==> src/rtl/psimd_instr_queue.sv <==
// Instruction issue queue feeding the PSIMD core: circular FIFO with a registered issue stage.
// Optional RAW interlock against the core's output register is enabled by defining PSIMD_IQ_HAZARD_EN.
module psimd_instr_queue #(
    parameter int                     DEPTH       = 8,
    parameter int                     INSTR_WIDTH = 32,
    parameter logic [INSTR_WIDTH-1:0] NOP_INSTR   = INSTR_WIDTH'(32'h0000_0013)
) (
    input  logic                         clk,
    input  logic                         rst_n,
    input  logic                         in_valid,
    input  logic [INSTR_WIDTH-1:0]       in_instr,
    output logic                         in_ready,
    input  logic                         issue_en,
    input  logic                         flush,
    output logic [INSTR_WIDTH-1:0]       instr_out,
    output logic                         instr_valid,
    output logic [$clog2(DEPTH):0]       count,
    output logic                         full,
    output logic                         empty
);

    localparam int AW = $clog2(DEPTH);
    localparam int CW = AW + 1;

    logic [INSTR_WIDTH-1:0] mem [DEPTH];
    logic [AW-1:0]          wr_ptr;
    logic [AW-1:0]          rd_ptr;
    logic [INSTR_WIDTH-1:0] head;
    logic                   push;
    logic                   pop;
    logic                   hazard;

    assign full     = (count == CW'(DEPTH));
    assign empty    = (count == '0);
    assign in_ready = !full;
    assign head     = mem[rd_ptr];

`ifdef PSIMD_IQ_HAZARD_EN
    // The bubble itself issues with instr_valid=0, so the stall cannot repeat on the same head.
    logic [4:0] prev_rd;
    assign prev_rd = instr_out[11:7];
    assign hazard  = instr_valid &&
                     ((prev_rd == head[19:15]) ||
                      (prev_rd == head[24:20]) ||
                      (prev_rd == head[31:27]));
`else
    assign hazard = 1'b0;
`endif

    assign push = in_valid && !full && !flush;
    assign pop  = issue_en && !empty && !hazard && !flush;

    // Storage carries no reset; occupancy alone decides what is live.
    always_ff @(posedge clk) begin
        if (push)
            mem[wr_ptr] <= in_instr;
    end

    always_ff @(posedge clk or negedge rst_n) begin
        if (!rst_n) begin
            wr_ptr <= '0;
            rd_ptr <= '0;
            count  <= '0;
        end else if (flush) begin
            wr_ptr <= '0;
            rd_ptr <= '0;
            count  <= '0;
        end else begin
            if (push)
                wr_ptr <= wr_ptr + AW'(1);
            if (pop)
                rd_ptr <= rd_ptr + AW'(1);
            case ({push, pop})
                2'b10:   count <= count + CW'(1);
                2'b01:   count <= count - CW'(1);
                default: count <= count;
            endcase
        end
    end

    always_ff @(posedge clk or negedge rst_n) begin
        if (!rst_n) begin
            instr_out   <= NOP_INSTR;
            instr_valid <= 1'b0;
        end else if (flush) begin
            instr_out   <= NOP_INSTR;
            instr_valid <= 1'b0;
        end else if (issue_en) begin
            if (pop) begin
                instr_out   <= head;
                instr_valid <= 1'b1;
            end else begin
                instr_out   <= NOP_INSTR;
                instr_valid <= 1'b0;
            end
        end
    end

endmodule

==> config.mk <==
export PLATFORM = sky130hd
export DESIGN_NAME = psimd_instr_queue
export DESIGN_NICKNAME = d
export VERILOG_FILES = /design/src/rtl/psimd_instr_queue.sv
export SDC_FILE = /design/constraint.sdc
export NUM_CORES = 1
export LEC_CHECK = 0
export ABC_AREA = 1
export CORE_ASPECT_RATIO = 1.75
export CORE_UTILIZATION = 32
export DETAILED_ROUTE_END_ITERATION = 8
export DONT_BUFFER_PORTS = 1
export PLACE_DENSITY_LB_ADDON = 0.08
export SLEW_MARGIN = 20
export SYNTH_ARGS = -nofsm -noshare
export SYNTH_HDL_FRONTEND = slang
export SYNTH_SLANG_ARGS = --single-unit
==> constraint.sdc <==
create_clock -name clk -period 2.4 [get_ports clk]
set_input_delay 0.12 -clock clk [delete_from_list [all_inputs] [get_ports clk]]
set_output_delay 0.12 -clock clk [all_outputs]
set_load 0.05 [all_outputs]
Word level (Yosys, flattened, before mapping)
Memories as Yosys holds them, arrays and structs flattened. Cells that the tools add are included.

Memory bits (writable): 256. Memories kept: 1. Output and inout port bits: 40. Bits in registers: 43. Logic and storage cells: 39.

Memory list: mem (depth 8, width 32, rd ports 1, clocked after Yosys merged registers in 0, wr ports 1, RTL line 25) `logic [INSTR_WIDTH-1:0] mem [DEPTH];`.

Add/subtract/negate cells: 4. Eq/ne operators: 3. Reductions and logical operators: 12. Multiplexer cells: 14.

Operators with widths (number): 32-bit two-way mux (3); 3-bit two-way mux (4); 4-bit one-hot mux with 2 select lines (1); 3-bit by 1-bit adder with 3-bit output (second input constant) (2); 2-bit nonzero test (3); 1-bit two-way mux (5); 4-bit by 1-bit adder with 4-bit output (second input constant) (1); 4-bit equality test (second input constant) (1); 1-bit logical AND (4); 4-bit zero test (1); 4-bit two-way mux (1); 4-bit by 1-bit subtractor with 4-bit output (second input constant) (1); 1-bit zero test (3); 3-bit nonzero test (1); 2-bit by 1-bit equality test with 1-bit output (second input constant) (1); 2-bit equality test (second input constant) (1).

Depth between registers and ports, before layout
Gate-level depths: netlist of the first run.

Word-level depth: 7. Gate-level depth with buffers: 14. Mapped depth without buffers: 14.

Worst setup path before layout of the first run
No wires, ideal clock.

Path type: register to register. Start: register count[2]. End: memory mem[0][0], enable pin. Slack: -0.786 ns. Period minus slack after synthesis: 3.186 ns. Stages on the path, launching flop included: 7. Required time: 1.979 ns. Data arrival time: 2.765 ns. Library setup time: 0.421 ns. Path buffers: 0. Path through: dfrtp_1 inv_1 nand3_2 nand3_1 inv_1 nand2_1 nor2_1.

Word-level cells in the longest chain between the ends: 6.

RTL lines: start: declaration (RTL line 17) `output logic [$clog2(DEPTH):0] count,`; start signal: assignment (RTL line 74) `2'b10: count <= count + CW'(1);`; start signal: assignment (RTL line 75) `2'b01: count <= count - CW'(1);`; start signal: assignment (RTL line 76) `default: count <= count;`; 4-bit equality test (RTL line 33) `assign full = (count == CW'(DEPTH));`; 1-bit zero test; net in_ready (RTL line 12) `output logic in_ready,`; 1-bit logical AND (2 in series) (RTL line 50) `assign push = in_valid && !full && !flush;`; 1-bit two-way mux (RTL line 55) `if (push)`; 1-bit two-way mux (not written as such) (RTL line 56) `mem[wr_ptr] <= in_instr;`; end: declaration (RTL line 25).

The timed path passes the listed nets, and every way through them passes these cells.

Worst setup path in the final report of the first run
Start: register rd_ptr[0]. End: register rd_ptr[2].

Word-level cells in the longest chain between the ends: 3.

RTL lines: start: declaration (RTL line 27) `logic [AW-1:0] rd_ptr;`; start signal: assignment (RTL line 72) `rd_ptr <= rd_ptr + AW'(1);`; 3-bit by 1-bit adder with 3-bit output (RTL line 72); 3-bit two-way mux (RTL line 71) `if (pop)`; 3-bit two-way mux (RTL line 64) `end else if (flush) begin`.

No other way between the ends. The select of a mux whose other input is x is not followed. A chain may end at the register's enable or synchronous reset.

==> results.md, run 1 <==
- The run finished with clean final reports.
- The headroom to the max-slew limit is 0.398.
- In this run the remaining antenna-violating nets after routing total 0.
- Setup violations remaining at the end of the flow were counted as 0.
- In this run the power spent charging and discharging nets is 4.54 mW.
- The core region area is approximately 0.036 sq mm.
- The count of placed standard cells including taps is 1326.
- Clock latency on the worst-skew pair, taken at its later pin, is 560 ps.
- In this run, CTS created clock tree buffers numbering 30.
- After detailed routing, the wire length on met1 is 12.8 mm.
- The total number of vias is 7214.
- The mean area per synthesized cell is 13.4 sq um.
- The combinational share of power is 0.198.
- The final count of hold timing violations is 0.
- The number of max-slew violations in the final report came to 0.
- Traced cell by cell, the critical path runs through buf_12, ha_1, nand3_1, o21ai_0, a21oi_1, dlygate4sd3_1.
- The maximum fanout along the worst path is 135.
- Of the synthesized area, sequential elements account for 0.750.
- In this run the cell area of the synthesized design comes to 0.0117 sq mm.
- The maximum clock insertion buffer count is 3.
- At the pin with the least slew margin, the transition time is around 900 ps.
- The via count of the first global-routing pass is roughly 7600.
- The initial cell density of the core is 0.325.
- The wire length on met2 is 15.4 mm.
- The die footprint is 0.0373 sq mm.
- The final net count is ~970.
- The design draws roughly 14 mW.
- The count of buffers inserted at the top-level ports is 0.
- The worst setup path is of the reg -> reg kind.
- The overall die width is 147 um.
- The top achievable clock speed is 0.437 GHz.
- The power per unit of standard cell area is 1010 mW/mm^2.
- Dividing the detail-routed wire length by the instance count gives 21.2 um.
- The net count of the mapped netlist is 916.
- Setup repair after global routing left no endpoint under its margin.
- The floorplan has 92 rows.
- The post-detailed-placement half-perimeter wirelength is ~17 mm.
- In the layout the commonest cells are edfxtp_1 (256), o21ai_0 (125), nor2_1 (117).
- The compound-gate portion of the synthesized area is 0.118.
- The number of clock sinks is 299.
- The shortest period the worst path allows is 2290 ps.
- The initial antenna violation count is 1.
- The uppermost signal routing layer after detailed routing is met4.
- For this block, the initial DRC count from the detailed router was 450.
- The required arrival time at the worst endpoint is between 2000 and 3000 ps.
- TritonCTS built the clock tree.
- In the synthesized netlist, the number of instances is 875.
- The worst clock skew on the final layout is 16.9 ps.
- After detailed routing, the number of vias per cell comes to 5.07.
- The clock slew at the register clock pins of the worst setup and hold paths is 60 ps.
- Of the total synthesized cell area, the portion taken by AND, OR, NAND and NOR gates is 0.0822.
- Max-cap violations in this run came to 0.
- The non-filler instance count after layout is 1422.
- The final weighted congestion of routability-driven global placement is 0.753.
- The share of synthesized cell area in full adder, half adder and majority cells is 0.00428.
- The sequential power share is 0.474.
- Counting distinct cell types in the post-synthesis netlist gives 28.
- Of the post-synthesis cell area, the part taken by muxes is 0.
- The delay contributed by the slowest stage of the critical path is 570 ps.
- The post-detailed-route DRC marker count is 0.
- The aggregate routed wire length is 30.1 mm.
- The most common cell after layout, fill and taps aside is edfxtp_1.
- In the detailed route, the total length drawn on met3 is about 1.2 mm.
- The share of total power dissipated in the clock network is 0.328.
- In this run the number of H-tree levels came out at 1.
- Synthesis inferred 299 register bits.
- STA classifies the critical path startpoint as a flip-flop.
- Of the total synthesized cell area, the portion taken by XOR and XNOR cells is 0.000749.
- The largest family of logic cells by synthesized area is compound AO/OA/AOI/OAI gates.
- The internal power of the cells totals between 9 and 10 mW.
- Of the available clock period, the critical path in the final layout requires 0.953.
- The number of top-level design ports is 77.
- VDD sags by at most 0.000514 V.
- Data arrives at the worst endpoint at 2730 ps.
- The overall die height is 255 um.
- The number of warnings issued by yosys is 0.
- Entering global routing, the biggest net connects around 140 pins.
- The switching share of power is 0.324.
- The cell sitting at the root of the clock tree is a clkbuf_16.
- The cell type of the slowest stage on the worst timing path is dlygate4sd3_1.
- The path class of the tightest hold or removal check is in -> async.
- The fraction of final layout cells sized beyond drive strength 1 is 0.115.
- For this run the aggregate overflow at the end of global routing stands at 0.
- The overall fraction of global-route tracks in use is 0.165.
- The analysis attributes to cell leakage a power of 4.66 nW.
- The first global-routing pass estimated 46.8 mm of wire.
- The critical path capture point type is a flip-flop.
- Relative to the synthesized area, the layout overhead comes to 18.1%.
- Post-CTS timing repair inserted 0 buffers for setup.
- The number of detailed-route iterations in the first pass is 5.
[metrics by stage]
stage	setup TNS, ps	hold slack (ps)	instance area, sq um	worst slack [ps]	utilization
2_1_floorplan	-76430	-176	11700	-305	-
3_3_place_gp	0	-174	12400	502	0.345
3_5_place_dp	0	-174	12400	440	0.345
4_1_cts	0	123	13800	125	0.383
5_1_grt	0	132	13800	81.3	0.383
6_report	0	116	13800	113	0.383
[cell usage after synthesis, drive strengths merged]
library cell	n	area [sq um]
o21ai	163	816
or2	1	6.26
nor2	127	487
o22ai	1	12.5
nand3	52	275
buf	23	178
edfxtp	256	7690
clkinv	1	3.75
dfrtp	40	1000
nand2	43	179
xnor2	1	8.76
nand3b	1	7.51
nand4	1	6.26
dfstp	3	78.8
a21oi	8	40.0
o221ai	58	508
inv	60	228
clkbuf	32	121
ha	4	50.1
[cells by family (layout without fill, tap and decap cells)]
kind of cell	Yosys count	after routing
other cells	0	1
fa+ha+maj	4	4
xor+xnor	1	1
buf+inv	116	192
simple gates	225	225
flops	299	299
compound gates	230	230
[power groups by stage]
stage | clock, mW | combinational [mW] | sequential (mW)
6_report | 4.59 | 2.77 | 6.64
5_1_grt | 4.91 | 3.09 | 6.68
4_1_cts | 4.74 | 2.82 | 6.65
3_5_place_dp | 0 | 2.67 | 6.76
3_3_place_gp | 0 | 2.63 | 6.76
2_1_floorplan | 0 | 1.85 | 6.81
[cell type report]
type	instances	area, sq um
antenna	1	2.50
clock buffer	44	855
clock inverter	12	116
fill	3419	22200
inverter	61	231
multi-input combinational	460	2460
sequential	299	8770
tap	470	588
timing repair buffer	75	795
[routing by layer]
| metal | track usage | vias to the layer above |
|---|---|---|
| met5 | 0 | - |
| met4 | 0.0583 | 0 |
| met3 | 0.0219 | 45 |
| met2 | 0.295 | 205 |
| met1 | 0.205 | 3638 |
| li1 | - | 3326 |
[path summary, 6_finish.rpt]
check                                      startpoint  cells after the start  slack (ps)                   endpoint
min in group clk                             issue_en                      2         390  instr_out[20]$_DFFE_PN0P_
worst max register to register  rd_ptr[0]$_DFFE_PN0P_                      6         110      rd_ptr[2]$_DFFE_PN0P_
worst min register to register  wr_ptr[0]$_DFFE_PN0P_                      2         590      wr_ptr[0]$_DFFE_PN0P_
worst min-delay path                            rst_n                      2         120       count[2]$_DFFE_PN0P_
max in group asynchronous                       rst_n                      2        2000   instr_out[0]$_DFFE_PN1P_
worst max-delay path            rd_ptr[0]$_DFFE_PN0P_                      6         110      rd_ptr[2]$_DFFE_PN0P_
[critical path, delay by kind of cell, from the launching register on]
kind                       cells  cell delay, ps
buffers and inverters          2             900
DFF                            1             440
adders and majority gates      1             260
AOI/OAI and AO/OA              2             220
and+or+nand+nor                1             100
[state kept, by name, indices dropped and copies added (netlist names)]
register	cells
count	4
mem	256
wr_ptr	3
instr_valid	1
instr_out	32
rd_ptr	3
[what timing repair did]
action | CTS | global route
gates resized for setup | 0 | 1
endpoints found under the setup margin | 0 | 1
hold buffers | 39 | 0
endpoints found under the hold margin | 309 | 0
(Power assumes the default switching activity.)
==> inputs of run 2 (changes only) <==
--- a/config.mk
+++ b/config.mk
@@ -5,7 +5,7 @@
 export SDC_FILE = /design/constraint.sdc
 export NUM_CORES = 1
 export LEC_CHECK = 0
-export ABC_AREA = 1
+export ABC_AREA = 0
 export CORE_ASPECT_RATIO = 1.75
 export CORE_UTILIZATION = 32
 export DETAILED_ROUTE_END_ITERATION = 8
==> run 2 against run 1 <==
Flip-flop and latch count unchanged. Routed wire length fell by 13%. Largest cell class unchanged. Utilization increased by 1.1 points. Global-route usage shrank 2.0 points. Worst hold slack got worse by 45 ps. Clock power is 3% lower. Die area fell by 2.1%. Synthesized cell count fell by 36%. Sequential share of layout area down 0.25 points. Critical path depth is 2 higher. Register-to-register slack gained 30 ps. Design area increased by 0.46%.
==> results.md, run 2 <==
- The flow ran to the end, and the final reports show no timing, DRC or antenna violations.
- The number of detailed-route iterations in the first pass came to 6 (+1).
- The largest individual stage delay along the critical path comes from the cell o41a_4.
- The number of different library cells in the post-synthesis netlist is 40 (+43%).
- The synthesized design spends more area on one cell type than any other, namely edfxtp_1.
- The final count of hold timing violations is 0 (unchanged).
- The number of maximum-capacitance violations is 0 (unchanged).
- The count of placed standard cells including taps came to 1033 (-22%).
- The total number of vias is 5581 (-23%).
- The critical path capture point is count[3]$_DFFE_PN0P_.
- The count of antenna-violating nets left after detailed routing is 0 (unchanged).
- The worst setup path is captured at a flip-flop.
- The worst reg-to-reg setup slack is 140 ps (+30 ps).
- The library cell used most frequently in the layout, excluding fill and tap cells, is edfxtp_1.
- The maximum number of pins on one net before global-route repair is 44 (-68%).
- The post-detailed-route DRC marker count is 0 (unchanged).
- The shortest period the worst path allows came to 2260 ps (-28.2 ps).
- The layer flagged by global routing as most heavily used is met2.
- In this run the worst setup path begins at count[1]$_DFFE_PN0P_.
- The placed standard-cell area came to 0.0124 sq mm (about the same).
- The worst clock skew on the final layout is 9.67 ps (-7.24 ps).
- The cell sitting at the root of the clock tree is a clkbuf_16.
- The portion of synthesized cell area occupied by the leading cell type came to 0.672 (+0.0144).
- By area the synthesized netlist is led by edfxtp_1 (67%), mux4_2 (13%), dfrtp_1 (8.7%).
- The global routing usage on met3 is 0.0222 (+0.000277).
- The switching share of power is 0.273 (-0.0512).
- The final net count is 686 (-29%).
- The peak supply drop is 0.000517 V (+0.59%).
- The synthesized instance count is 564 (-36%).
- The cell area after technology mapping is 0.0114 sq mm (-2.1%).
- The average wire per cell in the routed design is 23.1 um (+9.1%).
- The met2 routing resource usage after global routing came to 0.263 (-0.0326).
- The power dissipated by switching net loads is 3.61 mW (-21%).
- The sequential power share is 0.485 (+0.011).
- In this run the most critical hold path is launched from in_valid.
- The mean area per synthesized cell is 20.3 sq um (+52%).
- The clock network fraction of total power came to 0.338 (+0.010).
- The maximum clock insertion buffer count is 3 (unchanged).
- The final worst-path setup slack is 141 ps (+28.2 ps).
- The transition at the pin with the smallest max-transition slack was 815 ps (-88.4 ps).
- The critical path in this run is classified as reg -> reg.
- The count of endpoints failing setup in the final report came to 0 (unchanged).
- The core region area is 0.0352 sq mm (-2.4%).
- The most common cell in the netlist is edfxtp_1.
- The overall die width is 145 um (-1.1%).
- The worst setup slack before clock tree synthesis is 20.9 ps (-419 ps).
- Counting flops per register, the top entry is mem.
- The required arrival time at the worst endpoint is 2820 ps (-20 ps).
- The number of enable-type register cells in the synthesized netlist is 256 (unchanged).
- The path class of the lowest-slack min-delay path is in -> reg.
- The TritonCTS clock tree is done.
- The initial antenna violation count is 1 (unchanged).
- The overall fraction of global-route tracks in use is 0.146 (-0.0197).
- The vias per cell is 4.93 (-2.8%).
- The nature of the critical path startpoint is a flip-flop.
- The number of flip-flops in the largest register was 256 (unchanged).
- The delay contributed by the slowest stage of the critical path is 510 ps (-60 ps).
- The combinational share of power is 0.177 (-0.021).
- The internal power is 9.60 mW (+1.5%).
- The non-filler instance count after layout was 1132 (-20%).
- The global-route wire length before repair came to 39.3 mm (-16%).
- The startpoint identified for the worst register-to-register timing path is count[1]$_DFFE_PN0P_.
- The buffers plus inverters on the worst setup path came to 1 (-1).
- The via count of the first global-routing pass was 6116 (-20%).
- The cell row count was 91 (-1.1%).
- The number of buffers created by CTS is 28 (-6.7%).
- The routing usage on met1 was 0.176 (-0.0285).
- In the synthesized netlist, the cells that appear most often are edfxtp_1 (256), mux4_2 (64), nand2_1 (41), dfrtp_1 (40).
- The number of max-slew violations in the final report is 0 (unchanged).
- The maximum fanout along the worst path is 8 (-94%).
- The total negative setup slack is 0 ps (unchanged).
- The initial cell density of the core is 0.325 (+0.000702).
- The part of the Yosys area used for sequential elements is 0.766 (+0.0164).
- The most used flip-flop cell after synthesis is edfxtp_1.
- The count of inserted antenna diode cells was 0 (-1).
- The number of top-level design ports came to 77 (unchanged).
- The share of the clock period used by the worst path after layout came to 0.941 (-0.0117).
- The number of warnings issued by yosys is 0 (unchanged).
- The post-detailed-placement half-perimeter wirelength is 14.2 mm (-17%).
- The final weighted congestion of routability-driven global placement is 0.730 (-2.9%).
- The number of register bits inferred by synthesis is 299 (unchanged).
- The worst register-to-register path ends at count[3]$_DFFE_PN0P_.
- The cell family contributing the most delay on the critical path is compound AO/OA/AOI/OAI gates.
- The number of DRC violations after detailed-routing iteration 0 is 319 (-29%).
- The area of all placed cells without fillers is 0.0139 sq mm (+0.46%).
- The async set or reset register ratio after synthesis is 0.144 (unchanged).
- The headroom to the max-slew limit is 0.456 (+0.0584).
- The fraction of final layout cells sized beyond drive strength 1 was 0.262 (+0.148).
- The clock latency of the later-clocked register in the worst-skew pair was 550 ps (about the same).
- Setup repair after global routing could not meet its margin everywhere.
- The power per unit of standard cell area came to 951 mW/mm^2 (-6.1%).
- The net count of the mapped netlist is 605 (-34%).
- Compared with the post-synthesis result, the final layout area differs by 21.3%.
- The count of buffers inserted at the top-level ports is 0 (unchanged).
- The number of clock sinks came to 299 (unchanged).
- The standby leakage power came to 4.43 nW (-4.9%).
- The number of cells on the critical path is 8 (+2).
- The signal on the critical path passes through buf_4, o41a_4, nand2b_4, nor2_4, ha_4, o21ai_0, a32oi_1, mux2_1.
- The total global routing overflow is 0 (unchanged).
- The signal arrival time at the worst endpoint is 2680 ps (-50 ps).
- The largest registers in the layout are mem: 256 flops, instr_out: 32 flops, count: 4 flops.
- The top achievable clock speed is 0.443 GHz (+1.2%).
- The die footprint is 0.0366 sq mm (-2.1%).
- The aggregate routed wire length is 26.1 mm (-13%).
- The number of H-tree branching levels is 1 (unchanged).
- The overall die height is 252 um (-1.1%).
- The final core utilization is 0.395 (+0.0110).
- Leaving out fill and tap cells, the most frequent cells in the layout are edfxtp_1 (256), mux4_2 (64), dlygate4sd3_1 (43).
- The depth of the most critical reg-to-reg path is 8 (+2).
- The clock slew at the register clock pins of the worst setup and hold paths is 60 ps (about the same).
[run 2: cell types whose count changed in the layout (fill, tap and decap cells not counted), moves of 32 or more]
cell	change
mux4_2	+64
nand3_1	-47
inv_1	-56
o221ai_1	-57
nor2_1	-110
o21ai_0	-93
mux2i_1	+32
o21ai_1	-38
[run 2: area by class of cell]
class / instances / area [sq um]
inverter: 3 / 23.8
clock buffer: 33 / 761
tap: 465 / 582
fill: 3131 / 21300
sequential: 299 / 8780
timing repair buffer: 81 / 893
multi-input combinational: 232 / 2680
clock inverter: 19 / 166
[run 2: per-stage QoR]
step	hold slack (ps)	total power, mW
after floorplan	-176	8.10
after global placement	-174	8.71
after detailed placement	-174	8.74
after CTS	54.2	13.4
after global routing	87.2	13.8
final	71.1	13.2
[run 2: per-layer routing]
metal	routed length (um)	vias up
met5	0	-
met4	609	0
met3	1130	37
met1	10800	2999
li1	-	2430
met2	13600	115
[run 2: how the worst min path moves through the flow]
stage	end	slack, ps	cells after the start
after floorplan	count[0]$_DFFE_PN0P_	-180	0
after global placement	instr_out[17]$_DFFE_PN0P_	-170	0
after detailed placement	instr_out[17]$_DFFE_PN0P_	-170	0
after CTS	instr_valid$_DFFE_PN0P_	50	4
after global routing	instr_valid$_DFFE_PN0P_	90	4
final	count[0]$_DFFE_PN0P_	70	4
[run 2: cells by family after synthesis]
logic type,Yosys count,synth area share
mux,97,0.155
simple gates,77,0.0315
buf+inv,34,0.0139
fa+ha+maj,4,0.00437
xor+xnor,6,0.00459
flops,299,0.766
compound gates,47,0.0246
[run 2: repair_timing]
action	CTS	global route
hold endpoints to repair	346	1
endpoints found under the setup margin	0	15
buffers inserted	0	2
hold buffers	44	1
gates resized for setup	0	5
[run 2: worst register-to-register path, stage by stage (launching register included)]
cell,delay [ps]
dfrtp_2,420
buf_4,170
o41a_4,510
nand2b_4,90
nor2_4,40
ha_4,280
o21ai_0,70
a32oi_1,220
mux2_1,330
[run 2: power by group through the flow]
stage / Sequential, mW / Clock [mW] / Combinational [mW]
6_report: 6.41 / 4.46 / 2.33
3_5_place_dp: 6.53 / 0 / 2.20
2_1_floorplan: 6.56 / 0 / 1.53
3_3_place_gp: 6.52 / 0 / 2.18
4_1_cts: 6.42 / 4.62 / 2.37
5_1_grt: 6.44 / 4.79 / 2.55
